### src/rtl/latch_sched_pkg.sv
// Shared types and constants for the round-robin capture-latch scheduler.
package latch_sched_pkg;

  localparam int N_REQ_DEF = 4;
  localparam int DW_DEF    = 4;

  typedef enum logic [1:0] {
    S_IDLE  = 2'd0,
    S_GRANT = 2'd1,
    S_DONE  = 2'd2
  } state_t;

  // Final phase of the grant window; completion happens on the edge that sees it.
  localparam logic [3:0] JCNT_LAST = 4'b1000;

  function automatic logic [3:0] onehot4(input logic [1:0] idx);
    return 4'b0001 << idx;
  endfunction

  function automatic logic [3:0] jcnt_step(input logic [3:0] j);
    return {j[2:0], ~j[3]};
  endfunction

endpackage

### src/rtl/latch_rr_sched_rr_pick.sv
// Combinational round-robin picker: first set req bit at or above ptr, modulo 4.
// Zero latency; no flow control.
module rr_pick (
  input  logic [3:0] req,
  input  logic [1:0] ptr,
  output logic [1:0] winner,
  output logic       any
);

  logic [3:0] rot;
  logic [1:0] off;

  // Rotate so that the pointer position lands on bit 0.
  always_comb begin
    rot = req;
    case (ptr)
      2'd1:    rot = {req[0],   req[3:1]};
      2'd2:    rot = {req[1:0], req[3:2]};
      2'd3:    rot = {req[2:0], req[3]};
      default: rot = req;
    endcase
  end

  always_comb begin
    off = 2'd0;
    if (rot[0])      off = 2'd0;
    else if (rot[1]) off = 2'd1;
    else if (rot[2]) off = 2'd2;
    else if (rot[3]) off = 2'd3;
  end

  assign winner = ptr + off;
  assign any    = |req;

endmodule

### src/rtl/latch_rr_sched.sv
// Round-robin scheduler sharing one capture latch between four requesters, 8-clock Johnson window.
// Grant one edge after request; ack + data_out 8 clocks later; requester may abandon by dropping req.
module latch_rr_sched
  import latch_sched_pkg::*;
#(
  parameter int N_REQ = N_REQ_DEF,
  parameter int DW    = DW_DEF
) (
  input  logic                clk,
  input  logic                n_rst,
  input  logic [N_REQ-1:0]    req,
  input  logic [N_REQ*DW-1:0] data_in,
  output logic [N_REQ-1:0]    grant,
  output logic [N_REQ-1:0]    ack,
  output logic [DW-1:0]       data_out,
  output logic [3:0]          jcnt_out,
  output logic                busy
);

  state_t           state_q, state_d;
  logic [N_REQ-1:0] grant_q, grant_d;
  logic [N_REQ-1:0] ack_q,   ack_d;
  logic [DW-1:0]    data_q,  data_d;
  logic [3:0]       jcnt_q,  jcnt_d;
  logic [1:0]       ptr_q,   ptr_d;
  logic [1:0]       win_q,   win_d;

  logic [1:0]       pick_win;
  logic             pick_any;
  logic [DW-1:0]    slice [N_REQ];

  for (genvar i = 0; i < N_REQ; i++) begin : g_slice
    assign slice[i] = data_in[i*DW +: DW];
  end

  rr_pick u_pick (
    .req    (req),
    .ptr    (ptr_q),
    .winner (pick_win),
    .any    (pick_any)
  );

  always_ff @(posedge clk or negedge n_rst) begin
    if (!n_rst) begin
      state_q <= S_IDLE;
      grant_q <= '0;
      ack_q   <= '0;
      data_q  <= '0;
      jcnt_q  <= '0;
      ptr_q   <= '0;
      win_q   <= '0;
    end else begin
      state_q <= state_d;
      grant_q <= grant_d;
      ack_q   <= ack_d;
      data_q  <= data_d;
      jcnt_q  <= jcnt_d;
      ptr_q   <= ptr_d;
      win_q   <= win_d;
    end
  end

  always_comb begin
    state_d = state_q;
    grant_d = grant_q;
    ack_d   = '0;
    data_d  = data_q;
    jcnt_d  = jcnt_q;
    ptr_d   = ptr_q;
    win_d   = win_q;
    case (state_q)
      S_IDLE: begin
        if (pick_any) begin
          state_d = S_GRANT;
          grant_d = onehot4(pick_win);
          jcnt_d  = '0;
          ptr_d   = pick_win + 2'd1;
          win_d   = pick_win;
        end
      end
      S_GRANT: begin
        // Abandon wins over completion; the pointer stays advanced either way.
        if (!req[win_q]) begin
          state_d = S_IDLE;
          grant_d = '0;
          jcnt_d  = '0;
        end else if (jcnt_q == JCNT_LAST) begin
          state_d = S_DONE;
          grant_d = '0;
          jcnt_d  = '0;
          ack_d   = onehot4(win_q);
          data_d  = slice[win_q];
        end else begin
          jcnt_d  = jcnt_step(jcnt_q);
        end
      end
      S_DONE:  state_d = S_IDLE;
      default: state_d = S_IDLE;
    endcase
  end

  assign grant    = grant_q;
  assign ack      = ack_q;
  assign data_out = data_q;
  assign jcnt_out = jcnt_q;
  assign busy     = (state_q != S_IDLE);

endmodule

### config.mk
export PLATFORM = sky130hd
export DESIGN_NAME = latch_rr_sched
export DESIGN_NICKNAME = d
export VERILOG_FILES = /design/src/rtl/latch_sched_pkg.sv /design/src/rtl/latch_rr_sched_rr_pick.sv /design/src/rtl/latch_rr_sched.sv
export SDC_FILE = /design/constraint.sdc
export NUM_CORES = 1
export LEC_CHECK = 0
export ABC_AREA = 1
export ABC_CLOCK_PERIOD_IN_PS = 2500
export CORE_UTILIZATION = 45
export CTS_CLUSTER_SIZE = 20
export DETAILED_ROUTE_END_ITERATION = 7
export PLACE_DENSITY_LB_ADDON = 0.1
export SLEW_MARGIN = 30
export SYNTH_ARGS = -nofsm -noshare
export SYNTH_HDL_FRONTEND = slang
export SYNTH_SLANG_ARGS = --single-unit
### constraint.sdc
create_clock -name clk -period 2.5 [get_ports clk]
set_input_delay 0.375 -clock clk [delete_from_list [all_inputs] [get_ports clk]]
set_output_delay 0.375 -clock clk [all_outputs]
set_load 0.01 [all_outputs]
# --- Yosys cells after proc, flatten, opt, wreduce, memory -nomap -nowiden ---
# Cells that the tools add are included.
# W data, S select, Z words.
word_totals:
  word_cells: 56
  inputBits: 22
  regBits: 22
classes:
  n_addsub: 2
  eq_ne: 7
  bitwise_logic: 2
  n_mux: 25
  shift: 2
  order_cmp: 2
  n_reduce_logical: 9
ops:
  columns: ["cell", "count"]
  rows:
  - ["$mux W4", 11]
  - ["$pmux W4 S2", 2]
  - ["$mux W2", 7]
  - ["$pmux W4 S3", 1]
  - ["$bmux W4 S2", 1]
  - ["$shl A1 B2 Y4 const A", 2]
  - ["$reduce_and A2 Y1", 3]
  - ["$reduce_and A3 Y1", 2]
  - ["$eq A2 B1 Y1 const B", 2]
  - ["$eq A2 B2 Y1 const B", 2]
  - ["$eq A4 B4 Y1 const B", 1]
  - ["$pmux W2 S2", 1]
  - ["$reduce_bool A2 Y1", 2]
  - ["$reduce_or A4 Y1", 1]
  - ["$ge A3 B3 Y1 const B", 1]
  - ["$lt A2 B3 Y1 const B", 1]
  - ["$ne A3 B3 Y1 const B", 1]
  - ["$not A2 Y3", 1]
  - ["$add A2 B1 Y2 const B", 1]
  - ["$add A2 B2 Y2", 1]
  - ["$bmux W1 S2", 1]
  - ["$logic_not A2 Y1", 1]
  - ["$ne A2 B2 Y1 const B", 1]
  - ["$mux W1", 1]
  - ["$not A1 Y1", 1]

# --- Logic depth before layout (Yosys ltp) ---
# Gate-level depths: netlist (run 1).
depth:
  depth_word: 10
  depth_mapped: 16

# --- Hierarchy ---
# A second synthesis (run 1) with hierarchy kept.
unflattened:
  hier_cells: 166
  area_unflattened_um2: 1306.3
by_module_without_submodules:
  columns: ["mod", "area_per_inst_um2", "n_inst", "seq_area_each_um2", "cells_each"]
  rows:
  - ["latch_rr_sched", 1043.5, 1, 550.5, 122]
  - ["rr_pick", 262.8, 1, 0.0, 44]

# --- Worst setup path after synthesis (run 1) ---
# No wires, ideal clock.
synth_path:
  path_type: "register to register"
  startpoint: "register ptr_q[0]"
  endpoint: "register ptr_q[1]"
  setup_slack_ns: 0.717
  path_buffers: 1
  stages_incl_launch_ff: 16
  setup_time_ns: 0.117
  t_arrival_ns: 1.666
  period_less_slack_ns: 1.783
  path_cell_list: "dfrtp_1 > buf_4 > nor2_1 > nand2_1 > o21ai_1 > o21ai_0 > a21oi_1 > ha_1 > xnor2_1 > inv_1 > nand2_1 > nand2_1 > nand2_1 > nand2_1 > nand2_1 > nand2_1"
synth_via:
  elab_chain_len: 8
  word_cells_on_any_way: 10
  cone_classes: "add/sub: 2; eq/ne: 3; mux: 5"
synth_lines:
  columns: ["item", "line", "source"]
  rows:
  - ["from (decl)", "latch_rr_sched.sv:25", "logic [1:0] ptr_q, ptr_d;"]
  - ["from (signal assigned)", "latch_rr_sched.sv:58", "ptr_q <= ptr_d;"]
  - ["$eq A2 B2 Y1 or $eq A2 B1 Y1 (tied branches)", "latch_rr_sched_rr_pick.sv:16", "case (ptr)"]
  - ["$pmux W4 S3", "latch_rr_sched_rr_pick.sv:16", null]
  - ["$mux W2", "latch_rr_sched_rr_pick.sv:29", "else if (rot[3]) off = 2'd3;"]
  - ["$mux W2", "latch_rr_sched_rr_pick.sv:28", "else if (rot[2]) off = 2'd2;"]
  - ["$mux W2", "latch_rr_sched_rr_pick.sv:27", "else if (rot[1]) off = 2'd1;"]
  - ["$mux W2", "latch_rr_sched_rr_pick.sv:26", "if (rot[0]) off = 2'd0;"]
  - ["$add A2 B2 Y2 (*)", "latch_rr_sched_rr_pick.sv:32", "assign winner = ptr + off;"]
  - ["$add A2 B1 Y2 (*)", "latch_rr_sched.sv:77", "ptr_d = pick_win + 2'd1;"]
# Every way passes the cells marked *; elsewhere a longest branch is shown, timed or not.
# A chain may end at the register's enable or synchronous reset.

# --- Worst setup path after layout (run 1) ---
layout_path:
  startpoint: "register ptr_q[0]"
  endpoint: "register grant_q[2], in the netlist grant[2]"
layout_via:
  elab_chain_len: 10
  word_cells_on_any_way: 12
  cone_classes: "add/sub: 1; eq/ne: 3; shift: 1; mux: 7"
layout_lines:
  columns: ["item", "line", "source"]
  rows:
  - ["$eq A2 B2 Y1 or $eq A2 B1 Y1 (tied branches)", "latch_rr_sched_rr_pick.sv:16", null]
  - ["$pmux W4 S3", "latch_rr_sched_rr_pick.sv:16", null]
  - ["$mux W2", "latch_rr_sched_rr_pick.sv:29", null]
  - ["$mux W2", "latch_rr_sched_rr_pick.sv:28", null]
  - ["$mux W2", "latch_rr_sched_rr_pick.sv:27", null]
  - ["$mux W2", "latch_rr_sched_rr_pick.sv:26", null]
  - ["$add A2 B2 Y2 (*)", "latch_rr_sched_rr_pick.sv:32", null]
  - ["$shl A1 B2 Y4 (*)", "latch_sched_pkg.sv:17", "return 4'b0001 << idx;"]
  - ["$mux W4 (*)", "latch_rr_sched.sv:73", "if (pick_any) begin"]
  - ["$pmux W4 S2 (*)", "latch_rr_sched.sv:71", "case (state_q)"]
  - ["to (signal assigned)", "latch_rr_sched.sv:54", "grant_q <= grant_d;"]
  - ["to (decl)", "latch_rr_sched.sv:21", "logic [N_REQ-1:0] grant_q, grant_d;"]
# Every way passes the cells marked *; elsewhere a longest branch is shown, timed or not. The select of a mux whose other input is x is not followed.

==> results of run 1 <==
==> final timing paths <==
kind | to | depth (start not counted)
setup / recovery | grant[2] | 12
hold / removal | ptr_q[1] | 2
setup reg to reg | grant[2] | 12
hold reg to reg | data_out[1] | 2
max in group asynchronous | ptr_q[1] | 2
min in group clk | data_out[1] | 2
==> what timing repair did <==
item | CTS | global route
endpoints found under the setup margin | 0 | 1
resized for setup | 0 | 1
hold buffers | 0 | 0
==> critical path, cell delays in order (launching register included) <==
cell and delay (ns):
dfrtp_1 0.58, inv_2 0.13, nand2_1 0.09, nand2_1 0.05, o21ai_1 0.16, o21ai_0 0.11, a21oi_1 0.15, ha_1 0.18
xnor2_1 0.14, nand3_1 0.13, nand2_1 0.11, nand2_1 0.09, o21ai_0 0.16
==> where the power goes <==
part           switching, mW  leakage [nW]  internal (mW)
sequential             0.164         0.290          0.479
combinational          0.623         0.478          0.436
clock                  0.108        0.0279          0.162
==> per-layer routing <==
metal	vias up	part of all wire [%]	global-route usage, %
met5	-	0	0
met4	0	0.75	4.70
met3	4	4.0	6.50
met2	29	51	41.6
met1	561	44	27.4
li1	611	-	-
==> logic make-up after synthesis <==
kind of cell,Yosys count,synth area share (%)
xor+xnor,1,0.719
compound gates,17,8.32
simple gates,97,37.6
flops,22,45.2
buf+inv,22,7.19
fa+ha+maj,1,1.03
==> layout by cell type (no fill, tap or decap), drive strengths merged <==
| cell type | synthesis | routed |
|---|---|---|
| nor2 | 13 | 13 |
| inv | 18 | 18 |
| buf | 2 | 1 |
| nor3 | 3 | 3 |
| nand4 | 7 | 7 |
| nand2 | 47 | 47 |
| clkbuf | 2 | 3 |
| clkdlybuf4s50 | 0 | 38 |
| o31ai | 1 | 1 |
| ha | 1 | 1 |
| dfrtp | 22 | 22 |
| xnor2 | 1 | 1 |
| o21ai | 11 | 11 |
| a31oi | 1 | 1 |
| o22ai | 1 | 1 |
| o32ai | 2 | 2 |
| a21oi | 1 | 1 |
| nand3 | 27 | 27 |
| bufinv | 0 | 1 |
==> area by class of cell <==
| class | instances | area (sq um) |
|---|---|---|
| repair buffers | 39 | 388 |
| well taps | 30 | 37.5 |
| clock buffers | 3 | 22.5 |
| fillers | 237 | 845 |
| clock inverters | 1 | 30.0 |
| inverters | 18 | 67.6 |
| multi-input cells | 116 | 581 |
| flip-flops and latches | 22 | 552 |
==> registers in the layout (all words and copies together) (netlist names) <==
register,flops
state_q,2
ack,4
jcnt_out,4
data_out,4
grant,4
ptr_q,2
win_q,2
==> metrics by stage <==
stage	hold WS [ns]	instance area (sq um)	util [%]	std cells
2_1_floorplan	0.0794	1220	-	160
3_3_place_gp	0.454	1620	64.4	225
3_5_place_dp	0.470	1620	64.4	225
4_1_cts	0.402	1680	66.5	229
5_1_grt	0.413	1680	66.5	229
6_report	0.397	1680	66.5	229
==> reports/results.txt, run 1 <==
status -> finished, final reports clean
Max Cap Violations -> 0
synth cell count leaders -> nand2_1 (47), nand3_1 (27), dfrtp_1 (22)
Cell Pwr Density -> 1170 nW/um^2
share of cells above drive strength 1 -> 8.04%
largest area contributor in the netlist -> dfrtp_1
DP Worst Slack -> 0.135 ns
Layout Skew -> 0.00355 ns
Mapped Area -> 1220 sq um
Fmax -> 0.468 GHz
hpwl dp -> 2250 um
most common cell in the netlist -> nand2_1
sequential share of the synthesized area -> 45.2%
clock root buffer -> clkbuf_4
DR DRC count -> 0
Setup TNS -> 0 ns
Post-synth EDFFs -> 0
Antenna Nets Post-Route -> 0
post-layout min period -> 2.14 ns
critical-path maximum fanout -> 11
Syn Area/Cell -> 7.62 sq um
Cell Rows -> 18
die width -> 54.0 um
clock latency on the worst-skew pair -> 0.30 ns
maximum vdd drop -> 0.000811 V
drt initial violations -> 20
vias in the first global route -> 1155
# IOs -> 39
WP data arrival -> 2.37 ns
initial core utilization -> 48.3%
total wire length -> 2950 um
async set-reset flop share out of synthesis -> 100%
crit path capture type -> flip-flop
initial antenna violation count -> 0
Total Power -> 1.97 mW
Crit Path Category -> reg -> reg
DR WL/cell -> 12.9 um
Inserted Clock Buffers -> 3
reg2reg start -> ptr_q[0]
Worst R2R Setup Slack -> 0.36 ns
grt total ovfl -> 0
largest net degree at the start of global routing -> 23
synth warn -> 0
PortBufs -> 38
type of the worst min-delay path -> in -> async
Area growth, synth to finish -> 37.7%
first-pass GRT wire length -> 4820 um
H-tree Lvls -> 1
final max-slew violation count -> 0
via count -> 1205
final setup vio count -> 0
CP startpoint -> ptr_q[0]
top_reg_cell synth -> dfrtp_1
P_leak -> 0.796 nW
Clock Pin Slew Worst Setup and Hold Paths -> 0.12 ns
Worst Path Required -> 2.73 ns
relative slew slack -> 66.5%
Core Area -> 2520 sq um
GRT Resource Usage Total -> 23.1%
Fin. Hold Viols -> 0
number of synthesized register bits -> 22
unrepaired setup endpoints after global routing -> false
Synth area leaders -> dfrtp_1 (45%), nand2_1 (14%), nand3_1 (11%)
DIE HEIGHT -> 54.0 um
area share of the largest cell type after synthesis -> 45.2%
CTS tree -> built
Netlist cell types -> 23
syn_nets -> 183
Nets -> 223
setup ws final -> 0.361 ns
Cells after Synth -> 160
GP Congestion -> 0.801
DIE AREA -> 2920 sq um
Setup crit start kind -> flip-flop
Final Cycle Share -> 85.6%
Worst-Margin Slew -> 0.502 ns
vias per cell -> 5.26
worst-case clock buffer depth -> 2
drt first pass iters -> 4
clk sink count -> 22
Inserted Diodes -> 0
post-CTS setup repair buffer count -> 0
No activity file was read; power rests on OpenSTA's default activity.
==> inputs of run 2 (changes only) <==
--- a/config.mk
+++ b/config.mk
@@ -7,7 +7,9 @@
 export LEC_CHECK = 0
 export ABC_AREA = 1
 export ABC_CLOCK_PERIOD_IN_PS = 2500
-export CORE_UTILIZATION = 45
+export CELL_PAD_IN_SITES_DETAIL_PLACEMENT = 0
+export CELL_PAD_IN_SITES_GLOBAL_PLACEMENT = 1
+export CORE_UTILIZATION = 32
 export CTS_CLUSTER_SIZE = 20
 export DETAILED_ROUTE_END_ITERATION = 7
 export PLACE_DENSITY_LB_ADDON = 0.1
==> run 2 against run 1 <==
Via count shrank 1.3%; sequential share of layout area down 0.53 points; critical path depth is the same; cell area grew 1.4%; critical path type unchanged.
==> reports/results.txt, run 2 (synthesis gave the netlist of run 1 again) <==
cts hold-fix bufs -> 0
Antenna Nets Post-Route -> 0
critical-path cell list -> inv_1, nand2_1, nand2_1, o21ai_1, o21ai_0, a21oi_1, ha_1, xnor2_1, nand3_1, nand2_1, nand2_1, o21ai_0
WHS -> 0.454 ns
grt total ovfl -> 0
vias in the first global route -> 1177
utilization after layout -> 46.5%
FF/Latch Area -> 551 sq um
crit-path most repeated cell -> nand2_1
unrepaired setup endpoints after global routing -> false
most frequent cells in the layout -> nand2_1 (47), clkdlybuf4s50_1 (38), nand3_1 (27)
crit path capture type -> flip-flop
GP Congestion -> 0.725
H-tree Lvls -> 1
Crit Path Category -> reg -> reg
type of the worst min-delay path -> in -> async
Clock Pin Slew Worst Setup and Hold Paths -> 0.08 ns
via count -> 1189
Inserted Clock Buffers -> 3
largest net degree at the start of global routing -> 23
Cell Pwr Density -> 1150 nW/um^2
post-route cell area -> 1700 sq um
Nets -> 223
# IOs -> 39
Fin. Hold Viols -> 0
hpwl dp -> 2290 um
final setup vio count -> 0
clk sink count -> 22
drt initial violations -> 106
post-layout min period -> 2.12 ns
vias per cell -> 4.81
drt first pass iters -> 4
CTS tree -> built
dpl cells -> 243
DIE AREA -> 4060 sq um
Area growth, synth to finish -> 39.6%
clock root buffer -> clkbuf_8
relative slew slack -> 64.4%
status -> finished, final reports clean
initial core utilization -> 33.3%
worst-case clock buffer depth -> 2
CP max stage delay -> 0.56 ns
DIE HEIGHT -> 63.7 um
Max Cap Violations -> 0
Total Power -> 1.95 mW
DR WL/cell -> 11.9 um
post-CTS setup repair buffer count -> 0
Cell Rows -> 22
DR DRC count -> 0
Worst-Margin Slew -> 0.534 ns
Setup TNS -> 0 ns
initial antenna violation count -> 0
Post-CTS Resized -> 0
Fmax -> 0.472 GHz
Core Area -> 3660 sq um
P_leak -> 0.798 nW
WP data arrival -> 2.31 ns
DP Worst Slack -> 0.187 ns
final max-slew violation count -> 0
commonest non-fill, non-tap cell in the layout -> nand2_1
Setup crit start kind -> flip-flop
GRT Resource Usage Total -> 16.5%
Final Cycle Share -> 84.8%
Worst Path Required -> 2.69 ns
share of cells above drive strength 1 -> 7.54%
critical-path maximum fanout -> 12
setup ws final -> 0.380 ns
non-filler cells, final -> 247
first-pass GRT wire length -> 5240 um
Layout Skew -> 0.00154 ns
PortBufs -> 38
Inserted Diodes -> 0
die width -> 63.7 um
clock latency on the worst-skew pair -> 0.26 ns
area occupied by multi-input gates -> 581 sq um
total wire length -> 2940 um
Fill cells -> 384
Area after DPL -> 1650 sq um
Slowest cell on crit path -> dfrtp_1
maximum vdd drop -> 0.000716 V
-- run 2: changes by cell type in the layout (fill, tap and decap cells not counted) --
| cell | previous run | this run |
|---|---|---|
| clkbuf_8 | 0 | 4 |
| clkbuf_4 | 3 | 0 |
| bufinv_16 | 1 | 0 |
| dfrtp_1 | 21 | 22 |
| dfrtp_2 | 1 | 0 |
-- run 2: power breakdown --
group	switching, mW	internal, mW	total, mW
logic	0.615	0.436	1.05
registers	0.166	0.478	0.644
clock network	0.116	0.140	0.256
total	0.897	1.05	1.95
-- run 2: critical path, delay by kind of cell (launching register included) --
family / cells / cell delay, ns
simple gates: 5 / 0.48
buf+inv: 1 / 0.16
flops: 1 / 0.56
fa+ha+maj: 1 / 0.17
xor+xnor: 1 / 0.13
compound gates: 4 / 0.53
-- run 2: layer usage --
layer | track usage (%) | vias to the layer above | routed length [um]
met4 | 4.26 | 0 | 42
met5 | 0 | - | 0
met1 | 19.3 | 546 | 1330
met3 | 4.17 | 4 | 130
li1 | - | 610 | -
met2 | 29.7 | 29 | 1430
-- run 2: final cells by class --
| type | instances | share of cell area, % |
|---|---|---|
| Clock buffer | 4 | 3.24 |
| Multi-Input combinational cell | 116 | 34.1 |
| Timing Repair Buffer | 39 | 22.8 |
| Inverter | 18 | 3.97 |
| Tap cell | 48 | 3.53 |
| Sequential cell | 22 | 32.4 |
-- run 2: final timing paths --
kind,endpoint,cells after the start,slack (ns),from
worst max-delay path,grant[2],12,0.38,ptr_q[1]
worst min-delay path,grant[1],2,0.45,n_rst
worst max register to register,grant[2],12,0.38,ptr_q[1]
worst min register to register,data_out[1],2,0.48,data_out[1]
max in group asynchronous,jcnt_out[3],2,1.82,n_rst
min in group clk,data_out[1],2,0.48,data_out[1]
==> RTL edit: new RTL, settings of run 2 <==
`DW_DEF`: 4 -> 3.
--- a/src/rtl/latch_sched_pkg.sv
+++ b/src/rtl/latch_sched_pkg.sv
@@ -2,7 +2,7 @@
 package latch_sched_pkg;
 
   localparam int N_REQ_DEF = 4;
-  localparam int DW_DEF    = 4;
+  localparam int DW_DEF    = 3;
 
   typedef enum logic [1:0] {
     S_IDLE  = 2'd0,
Interface: changed (resized data_in and data_out); port bits go from 39 to 34. No check against the original RTL was run, so the function may have changed too.
==> RTL edit against run 2 <==
Final area decreased by 5.9%. Setup slack got worse by 0.12 ns. Non-clock buffer count decreased by 5. Area after synthesis decreased by 2.6%. Sequential cell count decreased by 1. Via count decreased by 7.8%. Routed wire length decreased by 11%. Critical path depth increased by 3. Power decreased by 5.0%. Critical path type unchanged. Largest power group unchanged.
==> RTL edit: results (changes against run 2) <==
number of DRC violations after detailed-routing iteration 0 = 40 (was 106)
post-cts repair resize count = 0 (unchanged)
average size of a mapped cell = 7.92 µm² (was 7.62 µm²)
met2 track utilization from global routing = 0.234 (was 0.297)
part of the total power dissipated in combinational logic = 0.548 (was 0.539)
FF-to-FF path depth = 15 (was 12)
first-pass GRT wire length = 4.46 mm (was 5.24 mm)
top fanout value on the critical path = 11 (was 12)
synthesized netlist net count = 169 (was 183)
CP max stage delay = 0.58 ns (was 0.56 ns)
DR vias/cell = 4.77 (was 4.81)
fraction of layout cells with a size suffix above 1 = 0.103 (was 0.0754)
run status = finished, final reports clean (unchanged)
post-synthesis sequential area ratio = 0.443 (was 0.452)
most common library cells after synthesis = 36 x sky130_fd_sc_hd__nand2_1, 26 x sky130_fd_sc_hd__nand3_1, 21 x sky130_fd_sc_hd__dfrtp_1 (was 47 x sky130_fd_sc_hd__nand2_1, 27 x sky130_fd_sc_hd__nand3_1, 22 x sky130_fd_sc_hd__dfrtp_1)
setup slack after placement = 0.116 ns (was 0.187 ns)
Routed WL per cell = 11.4 µm (was 11.9 µm)
worst vdd ir = 0.404 mV (was 0.716 mV)
Worst path top cell family by delay = simple AND/OR/NAND/NOR gates (was flip-flops)
number of placed instances with taps included = 226 (was 243)
GRT met1 Usage = 0.177 (was 0.193)
final weighted congestion in routability-driven placement = 0.789 (was 0.725)
via count of the first global-routing pass = 1016 (was 1177)
final setup skew = 0.00821 ns (was 0.00154 ns)
Yosys cell types = 24 (was 23)
placed wire-length estimate = 2.06 mm (was 2.29 mm)
transition at the pin with the smallest max-transition slack = 0.457 ns (was 0.534 ns)
Via Count = 1096 (was 1189)
capturing point of the worst reg2reg path = ptr_q[1]$_DFFE_PN0P_ (was grant[2]$_DFFE_PN0P_)
number of nets in the final layout = 204 (was 223)
# port buffers = 33 (was 38)
startpoint of the worst register-to-register path = ptr_q[0]$_DFFE_PN0P_ (was ptr_q[1]$_DFFE_PN0P_)
pin count of the biggest net entering global routing = 22 (was 23)
critical path data arrival time = 2.40 ns (was 2.31 ns)
-- RTL edit: stage by stage --
step,power [W],utilization,hold slack [ns]
after detailed placement,0.00164,0.451,0.458
after floorplan,0.00133,-,0.0794
after CTS,0.00188,0.465,0.450
after global routing,0.00203,0.465,0.460
after global placement,0.00164,0.451,0.455
final,0.00185,0.465,0.441
-- RTL edit: metal layers --
layer | up-vias | routed length (µm)
met5 | - | 0
met4 | 0 | 31
met3 | 4 | 158
met2 | 37 | 1150
met1 | 492 | 1270
li1 | 563 | -
-- RTL edit: final cells by class --
cell class,count,area (µm²)
multi-input cells,105,557
clock buffers,3,41.3
repair buffers,34,338
fillers,356,1840
flip-flops and latches,21,526
well taps,46,57.6
inverters,20,75.1
clock inverters,1,7.51
-- RTL edit: cell families after synthesis --
family	Yosys count	synth area share
AOI/OAI and AO/OA	16	0.0843
adders and majority gates	1	0.0105
DFF	21	0.443
xor gates and xnor gates	1	0.00738
and+or+nand+nor	87	0.367
buffers and inverters	24	0.0885
